[src/rtl/muldiv_seq_pkg.sv]
// Shared RV32M encodings, MDU state encoding and the controller-side decode qualifier.
package muldiv_seq_pkg;

  localparam logic [6:0] OPCODE_OP     = 7'b0110011;
  localparam logic [6:0] FUNCT7_MULDIV = 7'b0000001;

  localparam logic [2:0] FUNCT3_MUL    = 3'b000;
  localparam logic [2:0] FUNCT3_MULH   = 3'b001;
  localparam logic [2:0] FUNCT3_MULHSU = 3'b010;
  localparam logic [2:0] FUNCT3_MULHU  = 3'b011;
  localparam logic [2:0] FUNCT3_DIV    = 3'b100;
  localparam logic [2:0] FUNCT3_DIVU   = 3'b101;
  localparam logic [2:0] FUNCT3_REM    = 3'b110;
  localparam logic [2:0] FUNCT3_REMU   = 3'b111;

  typedef enum logic [1:0] {
    MDU_IDLE = 2'b00,
    MDU_CALC = 2'b01,
    MDU_DONE = 2'b10
  } mdu_state_e;

  // Controller uses this to swap the ALU result for the MDU result on done.
  function automatic logic rv32_muldiv(input logic [6:0] opcode, input logic [6:0] funct7);
    return (opcode == OPCODE_OP) && (funct7 == FUNCT7_MULDIV);
  endfunction

endpackage

[src/rtl/muldiv_seq_if.sv]
// EX-stage to multiply/divide unit handshake bundle.
interface muldiv_seq_if #(
  parameter int XLEN = 32
);
  logic            start;
  logic [2:0]      funct3;
  logic [XLEN-1:0] srca;
  logic [XLEN-1:0] srcb;
  logic            flush;
  logic            stall;
  logic            done;
  logic [XLEN-1:0] result;

  modport master (
    output start, funct3, srca, srcb, flush,
    input  stall, done, result
  );

  modport slave (
    input  start, funct3, srca, srcb, flush,
    output stall, done, result
  );
endinterface

[src/rtl/muldiv_iter.sv]
// One radix-2 step: shift-add multiply on {hi,lo} or restoring shift-subtract divide on {rem,quo}.
module muldiv_iter #(
  parameter int XLEN = 32
) (
  input  logic              step_en,
  input  logic              is_div,
  input  logic [XLEN-1:0]   opnd,
  input  logic [2*XLEN-1:0] acc_in,
  output logic [2*XLEN-1:0] acc_out
);

  logic [XLEN-1:0] hi;
  logic [XLEN-1:0] lo;
  logic [XLEN:0]   sum;
  logic [XLEN:0]   rem_sh;
  logic [XLEN:0]   diff;
  logic [2*XLEN-1:0] mul_next;
  logic [2*XLEN-1:0] div_next;

  always_comb begin
    hi       = acc_in[2*XLEN-1:XLEN];
    lo       = acc_in[XLEN-1:0];
    // Multiplier bits are consumed from lo[0]; the carry out of the add shifts into hi.
    sum      = {1'b0, hi} + (lo[0] ? {1'b0, opnd} : '0);
    mul_next = {sum, lo[XLEN-1:1]};
    // Remainder stays below the divisor, so one extra bit holds the shifted value and the borrow.
    rem_sh   = {hi, lo[XLEN-1]};
    diff     = rem_sh - {1'b0, opnd};
    div_next = diff[XLEN] ? {rem_sh[XLEN-1:0], lo[XLEN-2:0], 1'b0}
                          : {diff[XLEN-1:0],   lo[XLEN-2:0], 1'b1};
    acc_out  = acc_in;
    if (step_en) begin
      acc_out = is_div ? div_next : mul_next;
    end
  end

endmodule

[src/rtl/muldiv_seq.sv]
// Iterative RV32M multiply/divide unit for the EX stage: stalls the front end while iterating,
// returns the result with a one-cycle done pulse.
module muldiv_seq
  import muldiv_seq_pkg::*;
#(
  parameter int XLEN  = 32,
  parameter int ITERS = 32
) (
  input  logic        clk,
  input  logic        reset,
  muldiv_seq_if.slave bus
);

  localparam int              CNT_W    = $clog2(ITERS);
  localparam logic [CNT_W-1:0] LAST_CNT = CNT_W'(ITERS - 1);
  localparam logic [XLEN-1:0]  INT_MIN  = {1'b1, {(XLEN-1){1'b0}}};

  mdu_state_e        state_q, state_d;
  logic [2:0]        op_q;
  logic [2*XLEN-1:0] acc_q;
  logic [2*XLEN-1:0] acc_step;
  logic [XLEN-1:0]   opnd_q;
  logic              neg_res_q;
  logic              neg_rem_q;
  logic [CNT_W-1:0]  count_q;

  logic              accept;
  logic              is_div_in;
  logic              a_signed, b_signed;
  logic              a_neg, b_neg;
  logic [XLEN-1:0]   a_mag, b_mag;
  logic              div_zero, div_ovf;

  function automatic logic [XLEN-1:0] cond_neg(input logic [XLEN-1:0] v, input logic n);
    return n ? -v : v;
  endfunction

  function automatic logic [2*XLEN-1:0] cond_neg_wide(input logic [2*XLEN-1:0] v, input logic n);
    return n ? -v : v;
  endfunction

  always_comb begin
    is_div_in = bus.funct3[2];
    a_signed  = (bus.funct3 == FUNCT3_MULH) || (bus.funct3 == FUNCT3_MULHSU) ||
                (is_div_in && !bus.funct3[0]);
    b_signed  = (bus.funct3 == FUNCT3_MULH) || (is_div_in && !bus.funct3[0]);
    a_neg     = a_signed && bus.srca[XLEN-1];
    b_neg     = b_signed && bus.srcb[XLEN-1];
    a_mag     = cond_neg(bus.srca, a_neg);
    b_mag     = cond_neg(bus.srcb, b_neg);
    div_zero  = is_div_in && (bus.srcb == '0);
    div_ovf   = is_div_in && !bus.funct3[0] && (bus.srca == INT_MIN) && (bus.srcb == '1);
    accept    = (state_q == MDU_IDLE) && bus.start && !bus.flush;
  end

  muldiv_iter #(.XLEN(XLEN)) u_iter (
    .step_en (state_q == MDU_CALC),
    .is_div  (op_q[2]),
    .opnd    (opnd_q),
    .acc_in  (acc_q),
    .acc_out (acc_step)
  );

  always_ff @(posedge clk) begin
    if (reset) begin
      state_q   <= MDU_IDLE;
      op_q      <= '0;
      acc_q     <= '0;
      opnd_q    <= '0;
      neg_res_q <= 1'b0;
      neg_rem_q <= 1'b0;
      count_q   <= '0;
    end else begin
      state_q <= state_d;
      if (accept) begin
        op_q    <= bus.funct3;
        count_q <= '0;
        // Fast paths preload the final {rem,quo} so DONE needs no special casing.
        if (div_zero) begin
          acc_q     <= {bus.srca, {XLEN{1'b1}}};
          opnd_q    <= '0;
          neg_res_q <= 1'b0;
          neg_rem_q <= 1'b0;
        end else if (div_ovf) begin
          acc_q     <= {{XLEN{1'b0}}, INT_MIN};
          opnd_q    <= '0;
          neg_res_q <= 1'b0;
          neg_rem_q <= 1'b0;
        end else begin
          acc_q     <= {{XLEN{1'b0}}, (is_div_in ? a_mag : b_mag)};
          opnd_q    <= is_div_in ? b_mag : a_mag;
          neg_res_q <= a_neg ^ b_neg;
          neg_rem_q <= a_neg;
        end
      end else if (state_q == MDU_CALC) begin
        acc_q   <= acc_step;
        count_q <= count_q + 1'b1;
      end
    end
  end

  always_comb begin
    state_d   = state_q;
    bus.stall = 1'b0;
    bus.done  = 1'b0;
    unique case (state_q)
      MDU_IDLE: begin
        if (accept) begin
          bus.stall = 1'b1;
          state_d   = (div_zero || div_ovf) ? MDU_DONE : MDU_CALC;
        end
      end
      MDU_CALC: begin
        bus.stall = 1'b1;
        if (count_q == LAST_CNT) state_d = MDU_DONE;
      end
      MDU_DONE: begin
        bus.done = 1'b1;
        state_d  = MDU_IDLE;
      end
      default: state_d = MDU_IDLE;
    endcase
    if (bus.flush) state_d = MDU_IDLE;
  end

  logic [2*XLEN-1:0] prod;
  logic [XLEN-1:0]   quo;
  logic [XLEN-1:0]   rem;
  logic [XLEN-1:0]   sel;

  always_comb begin
    prod = cond_neg_wide(acc_q, neg_res_q);
    quo  = cond_neg(acc_q[XLEN-1:0], neg_res_q);
    rem  = cond_neg(acc_q[2*XLEN-1:XLEN], neg_rem_q);
    unique case (op_q)
      FUNCT3_MUL:                            sel = prod[XLEN-1:0];
      FUNCT3_MULH, FUNCT3_MULHSU, FUNCT3_MULHU: sel = prod[2*XLEN-1:XLEN];
      FUNCT3_DIV, FUNCT3_DIVU:               sel = quo;
      default:                               sel = rem;
    endcase
    bus.result = (state_q == MDU_DONE) ? sel : '0;
  end

endmodule

[src/flat_wrapper.sv]
// flat-port wrapper written by rule: the top's interface ports become plain ports
module muldiv_seq_flat import muldiv_seq_pkg::*;
#(
  parameter int XLEN  = 32,
  parameter int ITERS = 32
)
  (clk, reset, bus_start, bus_funct3, bus_srca, bus_srcb, bus_flush, bus_stall, bus_done, bus_result);
  muldiv_seq_if #(.XLEN(XLEN)) bus_i ();
  input  logic clk;
  input  logic reset;
  input wire logic [$bits(bus_i.start)-1:0] bus_start;
  input wire logic [$bits(bus_i.funct3)-1:0] bus_funct3;
  input wire logic [$bits(bus_i.srca)-1:0] bus_srca;
  input wire logic [$bits(bus_i.srcb)-1:0] bus_srcb;
  input wire logic [$bits(bus_i.flush)-1:0] bus_flush;
  output wire logic [$bits(bus_i.stall)-1:0] bus_stall;
  output wire logic [$bits(bus_i.done)-1:0] bus_done;
  output wire logic [$bits(bus_i.result)-1:0] bus_result;
  assign bus_i.start = bus_start;
  assign bus_i.funct3 = bus_funct3;
  assign bus_i.srca = bus_srca;
  assign bus_i.srcb = bus_srcb;
  assign bus_i.flush = bus_flush;
  assign bus_stall = bus_i.stall;
  assign bus_done = bus_i.done;
  assign bus_result = bus_i.result;
  muldiv_seq #(.XLEN(XLEN), .ITERS(ITERS)) u_core (.clk(clk), .reset(reset), .bus(bus_i));
endmodule
[config.mk]
export PLATFORM = sky130hd
export DESIGN_NAME = muldiv_seq_flat
export DESIGN_NICKNAME = d
export VERILOG_FILES = /design/src/rtl/muldiv_seq_pkg.sv /design/src/rtl/muldiv_seq_if.sv /design/src/rtl/muldiv_iter.sv /design/src/rtl/muldiv_seq.sv /design/src/flat_wrapper.sv
export SDC_FILE = /design/constraint.sdc
export NUM_CORES = 1
export LEC_CHECK = 0
export CAP_MARGIN = 20
export CORE_MARGIN = 3
export CORE_UTILIZATION = 40
export DETAILED_ROUTE_END_ITERATION = 10
export SKIP_LAST_GASP = 1
export SLEW_MARGIN = 10
export SYNTH_ARGS = -nofsm -noshare
export SYNTH_HDL_FRONTEND = slang
export SYNTH_SLANG_ARGS = --single-unit
[constraint.sdc]
create_clock -name clk -period 11.8 [get_ports clk]
set_input_delay 2.36 -clock clk [delete_from_list [all_inputs] [get_ports clk]]
set_output_delay 2.36 -clock clk [all_outputs]
set_load 0.01 [all_outputs]
After elaboration in Yosys (flattened, before gate mapping). Index checks and enable logic that the tools add are counted.

$add $sub $neg: 8. Reduce and logical (&&, ||, !) cells: 23. Eq/ne operators: 14. Bitwise logic cells: 1. Multiplexer cells: 29.

Operators by type and width (number): 64-bit 2-to-1 mux (6); 32-bit 2-to-1 mux (11); 32-bit negation (4); 32-bit case mux with 3 select lines (1); 32-bit == test (second input constant) (2); 64-bit negation (1); 32-bit by 33-bit adder with 33-bit output (1); 33-bit by 32-bit subtractor with 33-bit output (1); 32-bit zero test (1); 3-bit by 2-bit == test with 1-bit output (second input constant) (3); 1-bit logical AND (8); 3-bit by 1-bit == test with 1-bit output (second input constant) (2); 3-bit == test (second input constant) (2); 1-bit 2-to-1 mux (6); 2-bit 2-to-1 mux (3); 2-bit OR reduction (3); 5-bit by 1-bit adder with 5-bit output (second input constant) (1); 5-bit == test (second input constant) (1); 1-bit logical OR (4); 2-bit by 1-bit != test with 1-bit output (second input constant) (2); 2-bit case mux with 2 select lines (1); 3-bit zero test (1); 3-bit OR reduction (1); 2-bit by 1-bit == test with 1-bit output (second input constant) (1); 7 further kinds (8).

Output and inout port bits: 34. Word-level logic and storage cells: 82. Bits of input ports: 71. Bits in registers: 108.

Logic depth before layout (Yosys ltp).
Depth in word-level cells: 9. Mapped depth: 15. Gate-level depth less buffers: 13.

Hierarchy. A second synthesis with hierarchy kept.

Cell total of the unflattened synthesis: 2082. Area, all modules: 14584.0 µm².

By module, submodules not included: muldiv_seq (seq. area each 2162.1 µm², area an instance 9228.9 µm², cells an instance 1279, instances 1); muldiv_iter (seq. area each 0.0 µm², area an instance 5355.1 µm², cells an instance 803, instances 1).

Worst setup path before layout. OpenSTA, ideal clock, no wires.

Path kind: input port to output port. Start point: input port bus_flush. End point: output port bus_stall. Required time: 9.440 ns. Buffers on the path: 1. Stages on the path: 4. Arrival time: 3.711 ns. Path slack: 5.729 ns. Cell sequence: nor4b_1 > nor2_1 > inv_1 > clkbuf_1.

Longest elaborated chain between the ends: 4.

RTL lines: start: declaration (RTL line flat_wrapper.sv:15) `input wire logic [$bits(bus_i.flush)-1:0] bus_flush;`; 1-bit zero test (RTL line muldiv_seq.sv:53) `accept = (state_q == MDU_IDLE) && bus.start && !bus.flush;`; 1-bit logical AND (RTL line muldiv_seq.sv:53); 1-bit 2-to-1 mux (RTL line muldiv_seq.sv:108) `if (accept) begin`; 1-bit case mux with 2 select lines (RTL line muldiv_seq.sv:106) `unique case (state_q)`; end: declaration (RTL line flat_wrapper.sv:16) `output wire logic [$bits(bus_i.stall)-1:0] bus_stall;`.

No other way between the ends.

Worst setup path after layout. Ends and elaborated chain as after synthesis.

==> run metrics <==
CP delay by family, top=buffers and inverters; Max VDD drop=0.0717 mV; startpoint types=input port; cell breakdown of the critical path=clkdlybuf4s50_1, nor4b_2, buf_4, nor2_2, buf_4, inv_1, clkdlybuf4s50_1; setup TNS=0 ps; Residual DRC=0; GR Util All Layers=29.8%; core area=0.0327 mm²; Rows=66; Inst Count DP=2375; Hold Startpoint=u_core.count_q[4]; reg2reg end=u_core.acc_q[35]; Fill cells=3491; root buf cell=clkbuf_16; number of setup buffers added after CTS=0; final period utilization=61.7%; Hold Path Sink=u_core.count_q[4]; slowest stage cell, crit path=clkdlybuf4s50_1; Netlist cell types=82; Syn Area/Cell=6.87 µm²; first-pass GRT wire length=82200 µm; largest area contributor in the netlist=dfxtp_1; Clock Latency Late Sink=370 ps; Final Slew Violations=0; GR Util met3=4.82%; Clock Path Buffers=2; TritonCTS sink count=108; antenna violations before repair=0; Buf/Inv on CP=5; hold path cells=2; drt wl/cell=22.8 µm; GRT Max-Usage Layer=met2; routing usage on met2=44.2%; clock-pin transition on the worst setup and hold timing paths=70 ps; crit path kind=in -> out; Via-to-Cell Ratio=6.18; initial core utilization=40.7%; Net Count, Synth=2082; Max transition margin=28.3%; area of the multi-input gates=0.0104 mm²; final wirelength=54600 µm; routability congestion estimate=0.972; leakage=5.54 nW; Final Instance Count excl. Fillers=2391; ys async rst share=0%; Register Area=0.00216 mm²; CP Max Fanout=36; area grow syn2layout=12.0%; quantity of gates resized following cts=0; # IOs=105; Mapped Area=0.0133 mm²; Synth Register Bits=108; Synth Flop Type=dfxtp_1; dpl ws=4540 ps; top cells by area, synth=dfxtp_1 16%, xnor2_1 9.4%, a21oi_1 7.2%; RR Startpoint=u_core.acc_q[54]; RSZ-0062 raised after global routing=no; CTS tree=yes; htree depth=3; largest net degree at the start of global routing=81; Required @ worst endpoint=9440 ps; actual slew at the worst max-slew pin=1080 ps; Pwr Density=92.0 mW/mm²; CP arrival=4920 ps; DR vias=14800; die width=188 µm; min cycle time layout=7280 ps; share of post-route cells with drive strength above 1=4.05%; CP Capture Type=output pin; nets=2088; Die ar.=0.0355 mm²; R2R setup slack=6660 ps; Max Fclk=137 MHz; final hold vios=0; hold buffer count at CTS=0; Setup WS post-layout=4520 ps; grt met1 use=42.0%; input/output buffers=104; Clock Skew=12.2 ps; final setup vio count=0; Yosys top cell area share=16.2%; drt first pass iters=6; GRT overflow=0; antenna fix cells=0; vias in the first global route=13500; initial drt markers=1874; Routed Antenna Nets=0; Worst path max stage delay=660 ps; number of flops mapped to enable cells by yosys=0; Num CTS Buffers=9; number of max-cap violations=0; outcome=finished clean; worst-case reg-to-reg path depth=11; Syn. warnings=0; hold crit path type=reg -> reg; final core occ=45.6%; Detailed Place HPWL=42000 µm; Syn Inst Count=1938; sequential-to-total area share from yosys stat=16.2%; die height=188 µm
-- power by group --
part	total [mW]	leakage (nW)	internal, mW	switching (mW)
registers	0.424	0.883	0.385	0.0393
logic	0.615	4.50	0.232	0.383
clock network	0.333	0.153	0.171	0.161
total	1.37	5.54	0.789	0.584
-- flip-flops by register name (all words and copies together) (netlist names) --
name	flops
u_core.neg_rem_q	1
u_core.count_q	5
u_core.neg_res_q	1
u_core.op_q	3
u_core.opnd_q	32
u_core.acc_q	64
u_core.state_q	2
-- worst max-delay path by stage --
stage                 to  slack (ps)  cells after the start  startpoint
2_1_floorplan  bus_stall        5730                      4   bus_flush
3_3_place_gp   bus_stall        4580                      7   bus_flush
3_5_place_dp   bus_stall        4540                      7   bus_flush
4_1_cts        bus_stall        4530                      7   bus_flush
5_1_grt        bus_stall        4450                      7   bus_flush
6_report       bus_stall        4520                      7   bus_flush
-- layout make-up --
type | instances | area share [%]
Clock buffer | 9 | 1.51
Timing Repair Buffer | 130 | 8.22
Sequential cell | 108 | 14.5
Tap cell | 442 | 3.71
Inverter | 69 | 1.74
Clock inverter | 7 | 0.629
Multi-Input combinational cell | 1626 | 69.7
-- layer usage --
layer / up-vias / part of all wire (%)
met5: - / 0
met4: 0 / 5.2
met2: 712 / 42
met1: 6912 / 44
met3: 97 / 8.8
li1: 7045 / -
-- synth_stat cells (all sizes together), types with 4 or more instances --
library cell	count
mux2i	68
a2111oi	7
o22ai	4
and3	13
or4	10
o21a	7
a211oi	16
a222oi	7
a31oi	26
or2	5
o21ai	192
nor2	185
a21oi	192
xnor2	143
ha	71
nand2	213
nor4	19
o221ai	18
buf	14
a21o	31
o21bai	12
o31ai	25
inv	68
nand2b	27
dfxtp	108
nand3	37
nand4	17
a2bb2oi	4
nor2b	9
a22oi	14
a32o	5
a22o	12
clkbuf	121
o211ai	32
and2	9
a31o	5
xor2	50
or3	26
a221oi	12
a41oi	6
nor3	51
-- through the flow --
stage                     area (µm²)  hold WS (ps)  total power, mW
after floorplan                13300           441            0.834
after CTS                      14900           470             1.36
after detailed placement       14600           460             1.03
final                          14900           467             1.37
after global placement         14600           447             1.03
after global routing           14900           495             1.44
-- cells in the final DEF (no fill, tap or decap), types with 17 or more instances in the layout --
master,synthesis,routed
nor4_1,18,18
mux2i_1,68,68
nor2_1,184,181
o211ai_1,32,32
xnor2_1,143,143
a21oi_1,192,192
nand2b_1,27,27
clkdlybuf4s50_1,0,102
a31oi_1,26,26
nor3_1,49,48
ha_1,71,71
o221ai_1,18,18
nand4_1,17,17
xor2_1,50,50
nand3_1,36,36
buf_4,0,26
nand2_1,213,213
o21ai_0,190,190
o31ai_1,24,24
inv_1,68,68
a21o_1,31,31
dfxtp_1,108,106
or3_1,23,23
-- kinds of logic after synthesis --
group / Yosys count / share of synthesized area [%]
AOI/OAI and AO/OA: 655 / 30.7
muxes: 69 / 5.20
adders and majority gates: 73 / 6.97
xor gates and xnor gates: 193 / 12.7
and+or+nand+nor: 636 / 22.3
buffers and inverters: 204 / 5.86
DFF: 108 / 16.2
-- worst reg2reg max path, delay by kind of cell (launching register included) --
kind | cells | cell delay (ps)
compound gates | 8 | 3030
fa+ha+maj | 1 | 450
flops | 1 | 690
simple gates | 2 | 820
No activity file was read; power rests on OpenSTA's default activity.
==> patch (same settings) <==
Reset style: asynchronous (`reset`), changed in one clocked block.
--- a/src/rtl/muldiv_seq.sv
+++ b/src/rtl/muldiv_seq.sv
@@ -61,7 +61,7 @@
     .acc_out (acc_step)
   );
 
-  always_ff @(posedge clk) begin
+  always_ff @(posedge clk or posedge reset) begin
     if (reset) begin
       state_q   <= MDU_IDLE;
       op_q      <= '0;
Formal check against the unedited RTL: differs if reset is asserted again (counterexample within 4 cycles, from zero or initial values and one cycle with reset high); with reset held inactive, the same outputs for 10 cycles.
==> patch against the original RTL <==
  * Sequential share of layout area increased by 3.4 points
  * Routed wire length decreased by 1.3%
  * Sequential cell count unchanged
  * Non-clock buffer count increased by 1
  * Final cell count decreased by 3.3%
  * Worst setup slack improved by 0.58 ns
  * Count of clock-buffer cells in the layout increased by 1
  * Cell area increased by 1.4%
  * Synthesized area increased by 1.1%
  * Synthesized cell count decreased by 4.9%
  * Largest cell class unchanged
  * Highest routed layer unchanged
Power is not compared: it rests on default switching activity, and its combinational part moved more than twofold at a synthesized area within 25%.
==> patch: results (changes against the original RTL) <==
- The flow ran to the end, and the final reports show no timing, DRC or antenna violations.
- The met1 track demand over resource is 42.45% (+0.42 points).
- The fraction of final layout cells sized beyond drive strength 1 was 5.297% (+1.2 points).
- The worst path arrival time is 4.34 ns (-0.58 ns).
- The first-pass GRT wire length came to 82480 um (+0.37%).
- The routed metal-1 wirelength is 23720 um (-1.5%).
- The post-detailed-placement half-perimeter wirelength came to 41140 um (-2.1%).
- The proportion of synthesized area in mux cells is 3.784% (-1.4 points).
- The number of vias per cell after detailed routing is 6.349 (+2.8%).
- The sequential element share of the synthesized area is 20.08% (+3.8 points).
- The critical path starts at u_core.acc_q[4]$_DFFE_PP0P_.
- The synthesized area per cell was 7.298 um^2 (+6.2%).
- The cell depth of the worst hold path is 1 (-1).
- The worst register-to-register path begins at u_core.acc_q[31]$_DFFE_PP0P_.
- By area the synthesized netlist is led by dfrtp_1, xnor2_1, ha_1.
- The routed wire length was 53890 um (-1.3%).
- In the synthesized netlist the dominant register cell turns out to be dfrtp_1.
- The total track usage is 29.52% (-0.26 points).
- The violation count after the first detailed-routing iteration is 1627 (-13%).
- The met2 routed wirelength is 23610 um (+3.3%).
- The post-synthesis share of cell area spent on full adders, half adders and majority gates came to 6.899% (-0.073 points).
- The wire length on met3 was 4363 um (-9.6%).
- The met3 routing resource usage after global routing came to 3.610% (-1.2 points).
- The worst reg2reg path depth is 12 (+1).
- The register-to-register setup slack came to 6.90 ns (+0.24 ns).
- The met2 demand-to-capacity share in global routing is 45.21% (+1.0 points).
- The total via count in the routed design is 14680 (-0.60%).
- The largest fanout of any net on the critical path was 16 (-56%).
- The worst slack on hold paths was 0.5170 ns (+0.04974 ns).
- The number of filler instances in the final layout is 3394 (-2.8%).
- The number of different library cells in the post-synthesis netlist is 76 (-7.3%).
## patch: changes by cell type after synthesis, sizes merged, moves of 29 or more
cell	change
xor2	+29
mux2i	-43
nor2	-44
o22ai	+34
dfrtp	+108
dfxtp	-108
## patch: path summary, 6_finish.rpt
kind                                                  to
max                                       bus_result[18]
min in group asynchronous   u_core.opnd_q[8]$_DFFE_PP0P_
min                        u_core.opnd_q[25]$_DFFE_PP0P_
max in group asynchronous   u_core.neg_res_q$_DFFE_PP0P_
max reg2reg                 u_core.acc_q[57]$_DFFE_PP0P_
min reg2reg                u_core.opnd_q[25]$_DFFE_PP0P_
## patch: power by group
part / switching (mW) / leakage, nW / internal [mW] / total [mW]
Combinational: 1.47 / 4.46 / 0.966 / 2.44
Sequential: 0.301 / 1.31 / 0.498 / 0.799
Clock: 0.166 / 0.140 / 0.154 / 0.320
## patch: worst max-delay path, delay by kind of cell, from the launching register on
| kind | cells | cell delay [ns] |
|---|---|---|
| AO/OA/AOI/OAI | 1 | 0.40 |
| XOR/XNOR | 1 | 0.17 |
| AND/OR/NAND/NOR | 7 | 2.36 |
| buffers and inverters | 1 | 0.58 |
| flip-flops | 1 | 0.46 |
## patch: cell type report
cell class,instances,area share (%)
diodes,1,0.01655
repair buffers,131,8.326
multi-input cells,1546,66.45
flip-flops and latches,108,17.89
well taps,442,3.658
clock inverters,6,0.3642
inverters,68,1.705
clock buffers,10,1.581
## patch: stage by stage
step,cell area [um^2],setup slack (ns),util (%)
floorplan,13460,5.643,-
global placement,14790,5.075,44.99
detailed placement,14790,5.112,44.99
CTS,15080,5.110,45.88
global route,15110,4.842,45.99
finish,15120,5.095,46.00
